==> config.mk <==
export PLATFORM = sky130hd
export DESIGN_NAME = bp_btb_flat
export DESIGN_NICKNAME = d
export VERILOG_FILES = /design/src/rtl/bp_btb_pkg.sv /design/src/rtl/bp_btb_if.sv /design/src/rtl/bp_btb_sat_cnt2.sv /design/src/rtl/bp_btb.sv /design/src/flat_wrapper.sv
export SDC_FILE = /design/constraint.sdc
export NUM_CORES = 2
export LEC_CHECK = 0
export ABC_AREA = 0
export CAP_MARGIN = 40
export CORE_ASPECT_RATIO = 1.4
export CORE_MARGIN = 5
export CORE_UTILIZATION = 65
export DETAILED_ROUTE_END_ITERATION = 10
export GPL_TIMING_DRIVEN = 0
export PLACE_DENSITY_LB_ADDON = 0.15
export REMOVE_ABC_BUFFERS = 1
export SLEW_MARGIN = 20
export SYNTH_ARGS = -nofsm -noshare
export SYNTH_HDL_FRONTEND = slang
export SYNTH_SLANG_ARGS = --single-unit
export TNS_END_PERCENT = 10
==> constraint.sdc <==
create_clock -name clk -period 12.5 [get_ports clk]
set_clock_uncertainty 0.05 [all_clocks]
set_input_delay 2.5 -clock clk [delete_from_list [all_inputs] [get_ports clk]]
set_output_delay 2.5 -clock clk [all_outputs]
set_load 0.01 [all_outputs]
==> src/rtl/bp_btb_pkg.sv <==
// Shared types for the branch target buffer: counter encoding, default geometry
// and the entry layout at the default geometry.
package bp_btb_pkg;

  localparam int unsigned BTB_ENTRIES = 16;
  localparam int unsigned BTB_XLEN    = 32;
  localparam int unsigned BTB_IDX_W   = $clog2(BTB_ENTRIES);
  localparam int unsigned BTB_TAG_W   = BTB_XLEN - BTB_IDX_W - 2;

  typedef enum logic [1:0] {
    CNT_SNT = 2'b00,
    CNT_WNT = 2'b01,
    CNT_WT  = 2'b10,
    CNT_ST  = 2'b11
  } cnt_e;

  typedef struct packed {
    logic                 valid;
    logic                 cond;
    logic [BTB_TAG_W-1:0] tag;
    logic [BTB_XLEN-1:0]  target;
    logic [1:0]           cnt;
  } btb_entry_t;

endpackage

==> src/rtl/bp_btb_if.sv <==
// Lookup/training/flush bundle between the pipeline controller (master) and the BTB (slave).
interface bp_btb_if #(
  parameter int unsigned XLEN = 32
);
  logic [XLEN-1:0] if_pc_i;
  logic            pred_hit_o;
  logic            pred_taken_o;
  logic [XLEN-1:0] pred_next_pc_o;
  logic            upd_valid_i;
  logic [XLEN-1:0] upd_pc_i;
  logic            upd_cond_i;
  logic            upd_taken_i;
  logic [XLEN-1:0] upd_target_i;
  logic            upd_mispredict_i;
  logic            flush_i;
  logic [31:0]     mispred_cnt_o;

  modport master (
    output if_pc_i, upd_valid_i, upd_pc_i, upd_cond_i, upd_taken_i,
           upd_target_i, upd_mispredict_i, flush_i,
    input  pred_hit_o, pred_taken_o, pred_next_pc_o, mispred_cnt_o
  );

  modport slave (
    input  if_pc_i, upd_valid_i, upd_pc_i, upd_cond_i, upd_taken_i,
           upd_target_i, upd_mispredict_i, flush_i,
    output pred_hit_o, pred_taken_o, pred_next_pc_o, mispred_cnt_o
  );
endinterface

==> src/rtl/bp_btb_sat_cnt2.sv <==
// 2-bit saturating direction counter step; purely combinational so a BHT can reuse it.
module sat_cnt2
  import bp_btb_pkg::*;
(
  input  logic [1:0] i_cnt,
  input  logic       i_taken,
  output logic [1:0] o_cnt
);

  always_comb begin
    o_cnt = i_cnt;
    if (i_taken) begin
      if (i_cnt != CNT_ST) o_cnt = i_cnt + 2'd1;
    end else begin
      if (i_cnt != CNT_SNT) o_cnt = i_cnt - 2'd1;
    end
  end

endmodule

==> src/rtl/bp_btb.sv <==
// Tagged, flop-based branch target buffer with 2-bit direction counters,
// whole-table flush and a free-running mispredict counter.
module bp_btb
  import bp_btb_pkg::*;
#(
  parameter int unsigned ENTRIES = BTB_ENTRIES,
  parameter int unsigned XLEN    = BTB_XLEN
) (
  input  logic   clk,
  input  logic   rst_n,
  bp_btb_if.slave bus
);

  localparam int unsigned IDX_W = $clog2(ENTRIES);
  localparam int unsigned TAG_W = XLEN - IDX_W - 2;

  // Same layout as btb_entry_t, sized by this instance's parameters.
  typedef struct packed {
    logic             valid;
    logic             cond;
    logic [TAG_W-1:0] tag;
    logic [XLEN-1:0]  target;
    logic [1:0]       cnt;
  } entry_t;

  entry_t      r_table [ENTRIES];
  logic [31:0] r_mispred_cnt;

  logic [IDX_W-1:0] w_lk_idx;
  logic [TAG_W-1:0] w_lk_tag;
  entry_t           w_lk;
  logic             w_lk_hit;
  logic             w_lk_taken;

  logic [IDX_W-1:0] w_up_idx;
  logic [TAG_W-1:0] w_up_tag;
  entry_t           w_up;
  entry_t           w_up_next;
  logic             w_up_hit;
  logic             w_up_we;
  logic [1:0]       w_cnt_next;
  logic             w_unused_pc_lsb;

  assign w_lk_idx   = bus.if_pc_i[IDX_W+1:2];
  assign w_lk_tag   = bus.if_pc_i[XLEN-1:IDX_W+2];
  assign w_lk       = r_table[w_lk_idx];
  assign w_lk_hit   = w_lk.valid && (w_lk.tag == w_lk_tag);
  assign w_lk_taken = w_lk_hit && (!w_lk.cond || w_lk.cnt[1]);

  assign bus.pred_hit_o     = w_lk_hit;
  assign bus.pred_taken_o   = w_lk_taken;
  assign bus.pred_next_pc_o = w_lk_taken ? w_lk.target : bus.if_pc_i + XLEN'(4);
  assign bus.mispred_cnt_o  = r_mispred_cnt;

  assign w_up_idx        = bus.upd_pc_i[IDX_W+1:2];
  assign w_up_tag        = bus.upd_pc_i[XLEN-1:IDX_W+2];
  assign w_up            = r_table[w_up_idx];
  assign w_up_hit        = w_up.valid && (w_up.tag == w_up_tag);
  assign w_unused_pc_lsb = ^bus.upd_pc_i[1:0];

  sat_cnt2 u_sat_cnt2 (
    .i_cnt   (w_up.cnt),
    .i_taken (bus.upd_taken_i),
    .o_cnt   (w_cnt_next)
  );

  always_comb begin
    w_up_next = w_up;
    w_up_we   = 1'b0;
    if (bus.upd_valid_i) begin
      if (w_up_hit) begin
        w_up_we = 1'b1;
        if (bus.upd_cond_i) begin
          w_up_next.cnt = w_cnt_next;
          if (bus.upd_taken_i) w_up_next.target = bus.upd_target_i;
        end else begin
          w_up_next.target = bus.upd_target_i;
          w_up_next.cnt    = CNT_ST;
        end
      end else if (bus.upd_taken_i) begin
        w_up_we          = 1'b1;
        w_up_next.valid  = 1'b1;
        w_up_next.cond   = bus.upd_cond_i;
        w_up_next.tag    = w_up_tag;
        w_up_next.target = bus.upd_target_i;
        w_up_next.cnt    = bus.upd_cond_i ? CNT_WT : CNT_ST;
      end
    end
  end

  // Flush only drops valid bits; a concurrent update is discarded.
  always_ff @(posedge clk) begin
    if (!rst_n) begin
      for (int unsigned i = 0; i < ENTRIES; i++) r_table[i] <= '0;
    end else if (bus.flush_i) begin
      for (int unsigned i = 0; i < ENTRIES; i++) r_table[i].valid <= 1'b0;
    end else if (w_up_we) begin
      r_table[w_up_idx] <= w_up_next;
    end
  end

  always_ff @(posedge clk) begin
    if (!rst_n) begin
      r_mispred_cnt <= '0;
    end else if (bus.upd_valid_i && bus.upd_mispredict_i) begin
      r_mispred_cnt <= r_mispred_cnt + 32'd1;
    end
  end

endmodule

==> src/flat_wrapper.sv <==
// flat-port wrapper written by rule: the top's interface ports become plain ports
module bp_btb_flat import bp_btb_pkg::*;
#(
  parameter int unsigned ENTRIES = BTB_ENTRIES,
  parameter int unsigned XLEN    = BTB_XLEN
)
  (clk, rst_n, bus_if_pc_i, bus_upd_valid_i, bus_upd_pc_i, bus_upd_cond_i, bus_upd_taken_i, bus_upd_target_i, bus_upd_mispredict_i, bus_flush_i, bus_pred_hit_o, bus_pred_taken_o, bus_pred_next_pc_o, bus_mispred_cnt_o);
  bp_btb_if #(.XLEN(XLEN)) bus_i ();
  input  logic clk;
  input  logic rst_n;
  input wire logic [$bits(bus_i.if_pc_i)-1:0] bus_if_pc_i;
  input wire logic [$bits(bus_i.upd_valid_i)-1:0] bus_upd_valid_i;
  input wire logic [$bits(bus_i.upd_pc_i)-1:0] bus_upd_pc_i;
  input wire logic [$bits(bus_i.upd_cond_i)-1:0] bus_upd_cond_i;
  input wire logic [$bits(bus_i.upd_taken_i)-1:0] bus_upd_taken_i;
  input wire logic [$bits(bus_i.upd_target_i)-1:0] bus_upd_target_i;
  input wire logic [$bits(bus_i.upd_mispredict_i)-1:0] bus_upd_mispredict_i;
  input wire logic [$bits(bus_i.flush_i)-1:0] bus_flush_i;
  output wire logic [$bits(bus_i.pred_hit_o)-1:0] bus_pred_hit_o;
  output wire logic [$bits(bus_i.pred_taken_o)-1:0] bus_pred_taken_o;
  output wire logic [$bits(bus_i.pred_next_pc_o)-1:0] bus_pred_next_pc_o;
  output wire logic [$bits(bus_i.mispred_cnt_o)-1:0] bus_mispred_cnt_o;
  assign bus_i.if_pc_i = bus_if_pc_i;
  assign bus_i.upd_valid_i = bus_upd_valid_i;
  assign bus_i.upd_pc_i = bus_upd_pc_i;
  assign bus_i.upd_cond_i = bus_upd_cond_i;
  assign bus_i.upd_taken_i = bus_upd_taken_i;
  assign bus_i.upd_target_i = bus_upd_target_i;
  assign bus_i.upd_mispredict_i = bus_upd_mispredict_i;
  assign bus_i.flush_i = bus_flush_i;
  assign bus_pred_hit_o = bus_i.pred_hit_o;
  assign bus_pred_taken_o = bus_i.pred_taken_o;
  assign bus_pred_next_pc_o = bus_i.pred_next_pc_o;
  assign bus_mispred_cnt_o = bus_i.mispred_cnt_o;
  bp_btb #(.ENTRIES(ENTRIES), .XLEN(XLEN)) u_core (.clk(clk), .rst_n(rst_n), .bus(bus_i));
endmodule
* Word-level counts from Yosys, hierarchy flattened *
Memories as Yosys holds them, arrays and structs flattened.
Cells that the tools add are included.

word-level totals
  flip-flop bits (word level) = 32
  memory bits (writable) = 992
  memories = 1
  output and inout bits = 66
  input bits = 103
  word-level logic and storage cells = 74

operators by class
  reductions and logical operators = 8
  equality and inequality tests = 3
  muxes and demuxes = 41
  bitwise gates (word level) = 16
  add/subtract/negate cells = 4

memory list
  memory          words  bits a word  read ports  clocked after Yosys merged registers in  write ports  line          text
  u_core.r_table  16     62           2           0                                        16           bp_btb.sv:26  entry_t r_table [ENTRIES];

operators with widths
  kind                                              count
  two-way mux 62 bit                                3
  two-way mux 34 bit                                2
  two-way mux 32 bit                                2
  OR reduction 62 bit                               1
  == test 26 bit                                    2
  adder 32 x 1 -> 32 bit, second input constant     1
  adder 32 x 3 -> 32 bit, second input constant     1
  two-way mux 1 bit                                 28
  two-way mux 28 bit                                1
  bitwise OR 1 bit                                  16
  two-way mux 2 bit                                 4
  logical AND 1 bit                                 4
  two-way mux 4 bit                                 1
  adder 2 x 1 -> 2 bit, second input constant       1
  inequality test 2 bit, second input constant      1
  nonzero test 2 bit                                1
  subtractor 2 x 1 -> 2 bit, second input constant  1
  logical NOT 1 bit                                 1
  logical OR 1 bit                                  1

* Logic depth before layout (Yosys ltp) *
An unclocked memory read counts as a cell.

  depth after elaboration = 11
  depth in mapped cells = 18
  gate-level depth less buffers = 10

* By module *
From an unflattened synthesis, not the netlist that was laid out.

second synthesis, totals
  cells, all modules = 3764
  area, all modules = 53906.7 um^2

by module, submodules not included
  module    cells an instance  instances  area an instance (um^2)  sequential area each (um^2)
  bp_btb    3761               1          53880.4                  30429.2
  sat_cnt2  3                  1          26.3                     0.0

* Worst setup path after synthesis *
OpenSTA, ideal clock, no wires.

  kind = input-to-output
  start = in bus_if_pc_i[3]
  end = out bus_pred_next_pc_o[23]
  arrival time = 6007 ps
  data required time = 9950 ps
  stages = 12
  buffers on the path = 5
  slack = 3943 ps
  cell sequence = clkbuf_1 clkbuf_1 clkbuf_1 mux4_2 mux4_2 xnor2_1 nand4_1 nor4b_1 and2_1 buf_2 buf_2 mux2_2

between the ends
  cells in the longest elaborated chain, start to end = 5
  elaborated cells between the ends (all ways) = 8
  those cells by class = add/sub: 1; eq/ne: 1; mux: 1; reduce/logical: 4; memory: 1

RTL lines
  what                    line                text
  start, declared         flat_wrapper.sv:11  input wire logic [$bits(bus_i.if_pc_i)-1:0] bus_if_pc_i;
  memory (16 x 62 bit) *  --
  == test 26 bit          bp_btb.sv:47        assign w_lk_hit = w_lk.valid && (w_lk.tag == w_lk_tag);
  logical AND 1 bit *     bp_btb.sv:47
  net bus_pred_hit_o      flat_wrapper.sv:19  output wire logic [$bits(bus_i.pred_hit_o)-1:0] bus_pred_hit_o;
  logical AND 1 bit *     bp_btb.sv:48        assign w_lk_taken = w_lk_hit && (!w_lk.cond || w_lk.cnt[1]);
  net bus_pred_taken_o    flat_wrapper.sv:20  output wire logic [$bits(bus_i.pred_taken_o)-1:0] bus_pred_taken_o;
  two-way mux 32 bit *    bp_btb.sv:52        assign bus.pred_next_pc_o = w_lk_taken ? w_lk.target : bus.if_pc_i + XLEN'(4);
  end, declared           flat_wrapper.sv:21  output wire logic [$bits(bus_i.pred_next_pc_o)-1:0] bus_pred_next_pc_o;

The timed path passes the listed nets; every way through them passes the cells marked *.

* Final worst setup path *
  start = in bus_if_pc_i[2]
  end = out bus_pred_next_pc_o[25]

between the ends
  cells in the longest elaborated chain, start to end = 5
  elaborated cells between the ends (all ways) = 8
  those cells by class = add/sub: 1; eq/ne: 1; mux: 1; reduce/logical: 4; memory: 1

RTL lines
  what                                                          line
  memory (16 x 62 bit)                                          --
  == test 26 bit / logical NOT 1 bit (equally long branches)    bp_btb.sv:47, bp_btb.sv:48
  logical AND 1 bit / logical OR 1 bit (equally long branches)  bp_btb.sv:47, bp_btb.sv:48
  logical AND 1 bit                                             bp_btb.sv:48
  two-way mux 32 bit *                                          bp_btb.sv:52

Every way passes the cells marked *; elsewhere a longest branch is shown, timed or not.

==> impl_metrics.env <==
export IMPL_start_util_pct=65.4
export IMPL_cellLeakagePower_uw=0.0222
export IMPL_yosysWarnings=0
export IMPL_crit_required_ns=9.95
export IMPL_critPathLaunchType="primary input"
export IMPL_r2r_setup_slack_ns=6.15
export IMPL_worstPathCellList="buf_8 -> buf_16 -> buf_16 -> mux4_2 -> mux4_2 -> xnor2_1 -> nand4_1 -> nor4_1 -> nor4b_2 -> buf_4 -> and2_4 -> buf_12 -> mux2_2 -> clkdlybuf4s50_1"
export IMPL_crit_path_max_fanout=45
export IMPL_finalSetupViolCount=0
export IMPL_synth_area_leaders="edfxtp_1, mux4_2, nor2_1, mux2i_1, xnor2_1"
export IMPL_areaGrowthSynthToFinish_pct=13.2
export IMPL_firstDrtPassIters=10
export IMPL_gp_congestion=0.954
export IMPL_slew_violations=0
export IMPL_grt_pass1_vias=41280
export IMPL_relSlewSlack_pct=37.5
export IMPL_drc=0
export IMPL_cts_setup_buffers=0
export IMPL_yosysMostFrequentCell="edfxtp_1"
export IMPL_hold_viol_final=0
export IMPL_cts_clk_slew_worst_paths_ns=0.06
export IMPL_crit_slowest_cell="mux4_2"
export IMPL_core_area_mm2=0.0856
export IMPL_cp_arrival_ns=7.64
export IMPL_finalNonFillerCells=5083
export IMPL_worstHoldStart="u_core.bus.mispred_cnt_o[1]$_SDFFE_PN0P_"
export IMPL_num_vias=39971
export IMPL_grt_ovfl_total=0
export IMPL_status="finished clean"
export IMPL_grt_use_total_pct=42.4
export IMPL_rsz0062_at_grt="no"
export IMPL_first_iter_violations=7227
export IMPL_antenna_found_initial=2
export IMPL_netlist_top_cells_count="edfxtp_1, nor2_1, mux4_2"
export IMPL_p_per_area_mw_per_mm2=129
export IMPL_r2r_end="u_core.r_table[2][33]$_SDFFCE_PN0P_"
export IMPL_io_pins=169
export IMPL_synth_edf_count=992
export IMPL_drive_above_1_share_pct=25.1
export IMPL_cts_buffers=95
export IMPL_crit_path_end_kind="output port"
export IMPL_clock_sinks=1024
export IMPL_clk_latency_ns=0.70
export IMPL_clk_path_buf_depth=3
export IMPL_min_delay_worst_endpoint="u_core.bus.mispred_cnt_o[1]$_SDFFE_PN0P_"
export IMPL_ys_types=74
export IMPL_hpwlAfterDp_um=119000
export IMPL_die_area_mm2=0.0923
export IMPL_fin_crit_sh_pct=81.5
export IMPL_worstSetupPathType="in2out"
export IMPL_slowest_delay_ns=0.63
export IMPL_die_h_um=357
export IMPL_ir_worst_vdd_v=0.000126
export IMPL_synthArstFlopShare_pct=0
export IMPL_post_place_ws_ns=2.44
export IMPL_synth_ff_type="edfxtp_1"
export IMPL_rows=127
export IMPL_htreeDepth=3
export IMPL_ant_nets=0
export IMPL_synth_cell_area_mm2=0.0560
export IMPL_via_per_inst=7.86
export IMPL_cts_tree="done"
export IMPL_worst_pin_slew_ns=0.927
export IMPL_cts_repair_resized=0
export IMPL_nNetsFinal=4013
export IMPL_yosysTopAreaCell="edfxtp_1"
export IMPL_wl_per_cell_um=38.6
export IMPL_gr_max_usage_layer="met2"
export IMPL_netlist_instances=3877
export IMPL_fmax_ghz=0.0981
export IMPL_numPortBuffers=166
export IMPL_timing_hold_ws_ns=0.472
export IMPL_wl_um=196000
export IMPL_grt_use_met2_pct=64.5
export IMPL_grt_use_met1_pct=52.7
export IMPL_cts_hold_buf=0
export IMPL_die_x_um=258
export IMPL_grt_start_max_net_pins=81
export IMPL_grt_pass1_wl_um=279000
export IMPL_hp_class="reg2reg"
export IMPL_reg2reg_depth=14
export IMPL_seq_area_frac_synth_pct=54.3
export IMPL_hold_depth=2
export IMPL_root_buffer="clkbuf_16"
export IMPL_fin_ws_ns=2.31
export IMPL_grt_met3_usage_pct=12.9
export IMPL_final_area_mm2=0.0634
export IMPL_place_area_mm2=0.0602
export IMPL_dp_cells=4903
export IMPL_ys_ff_latch=1024
export IMPL_fin_crit_ns=10.19
export IMPL_totalNegativeSetupSlack_ns=0
export IMPL_yosysTopAreaCellShare_pct=53.2
export IMPL_r2r_start="u_core.r_table[14][48]$_SDFFCE_PN0P_"
export IMPL_fill_cells=5077
export IMPL_syn_avg_cell_area_um2=14.5
export IMPL_max_cap_violations=0
-- worst max-delay path: cells and delay by family --
kind	cells	cell delay (ns)
buf+inv	6	2.01
mux	3	1.66
xor+xnor	1	0.20
simple gates	4	1.08
-- power by group --
part	total (uW)	internal, uW	switching, uW
Combinational	1200	490	706
Sequential	3940	3870	68.3
Clock	3030	1690	1340
-- metal layers --
metal	vias to the layer above	wire length [um]
li1	14984	-
met1	19576	57700
met2	4310	88300
met3	1099	31600
met4	2	18700
met5	-	13
-- placed cells by master, fill, tap and decap left out, types with 20 or more instances in the layout --
master and n:
edfxtp_1 992, nor2_1 984, mux4_2 550, clkdlybuf4s50_1 156, mux2i_1 128, nand2_1 115
clkbuf_16 96, xnor2_1 74, buf_12 60, buf_16 49, a21oi_1 47, inv_1 46
mux2_2 40, a21boi_0 39, a21o_1 33, and2_1 32, dfxtp_1 32, nand3_1 31
o21ai_0 29, a22oi_1 28, nor3_1 27, clkinv_2 26, nand4_1 22, buf_4 22
xor2_1 20, mux2i_4 20
-- worst max-delay path by stage --
| stage | from | endpoint | slack [ns] | depth (start not counted) |
|---|---|---|---|---|
| floorplan | bus_upd_pc_i[5] | u_core.r_table[0][34]$_SDFFCE_PN0P_ | 1.48 | 9 |
| global placement | bus_upd_pc_i[2] | u_core.r_table[13][37]$_SDFFCE_PN0P_ | -21.81 | 10 |
| detailed placement | bus_if_pc_i[2] | bus_pred_next_pc_o[24] | 2.44 | 14 |
| CTS | bus_if_pc_i[2] | bus_pred_next_pc_o[24] | 2.38 | 14 |
| global route | bus_if_pc_i[2] | bus_pred_next_pc_o[25] | 2.15 | 14 |
| finish | bus_if_pc_i[2] | bus_pred_next_pc_o[25] | 2.31 | 14 |
-- state kept, by name, summed over array words and instances (netlist names) --
| register | cells |
|---|---|
| u_core.bus.mispred_cnt_o | 32 |
| u_core.r_table | 992 |
-- logic make-up after synthesis --
logic type | synth area share [%]
and+or+nand+nor | 9.86
DFF | 54.3
muxes | 26.0
buffers and inverters | 3.80
AOI/OAI and AO/OA | 4.49
xor gates and xnor gates | 1.47
adders and majority gates | 0.0446
-- layout make-up --
| type | instances | area (um2) | share of cell area [%] |
|---|---|---|---|
| Sequential cell | 1024 | 30400 | 48.0 |
| Multi-Input combinational cell | 2434 | 23800 | 37.5 |
| Timing Repair Buffer | 304 | 4470 | 7.05 |
| Clock buffer | 108 | 2470 | 3.89 |
| Tap cell | 1096 | 1370 | 2.16 |
| Clock inverter | 67 | 719 | 1.13 |
| Inverter | 49 | 190 | 0.300 |
| Antenna cell | 1 | 2.50 | 0.00395 |
-- through the flow --
step | power [uW] | util [%]
detailed placement | 5160 | 70.3
finish | 8170 | 74.0
floorplan | 4620 | -
global placement | 5340 | 66.7
CTS | 8120 | 74.0
global route | 8340 | 74.0
Power figures use the tool's default switching activity.
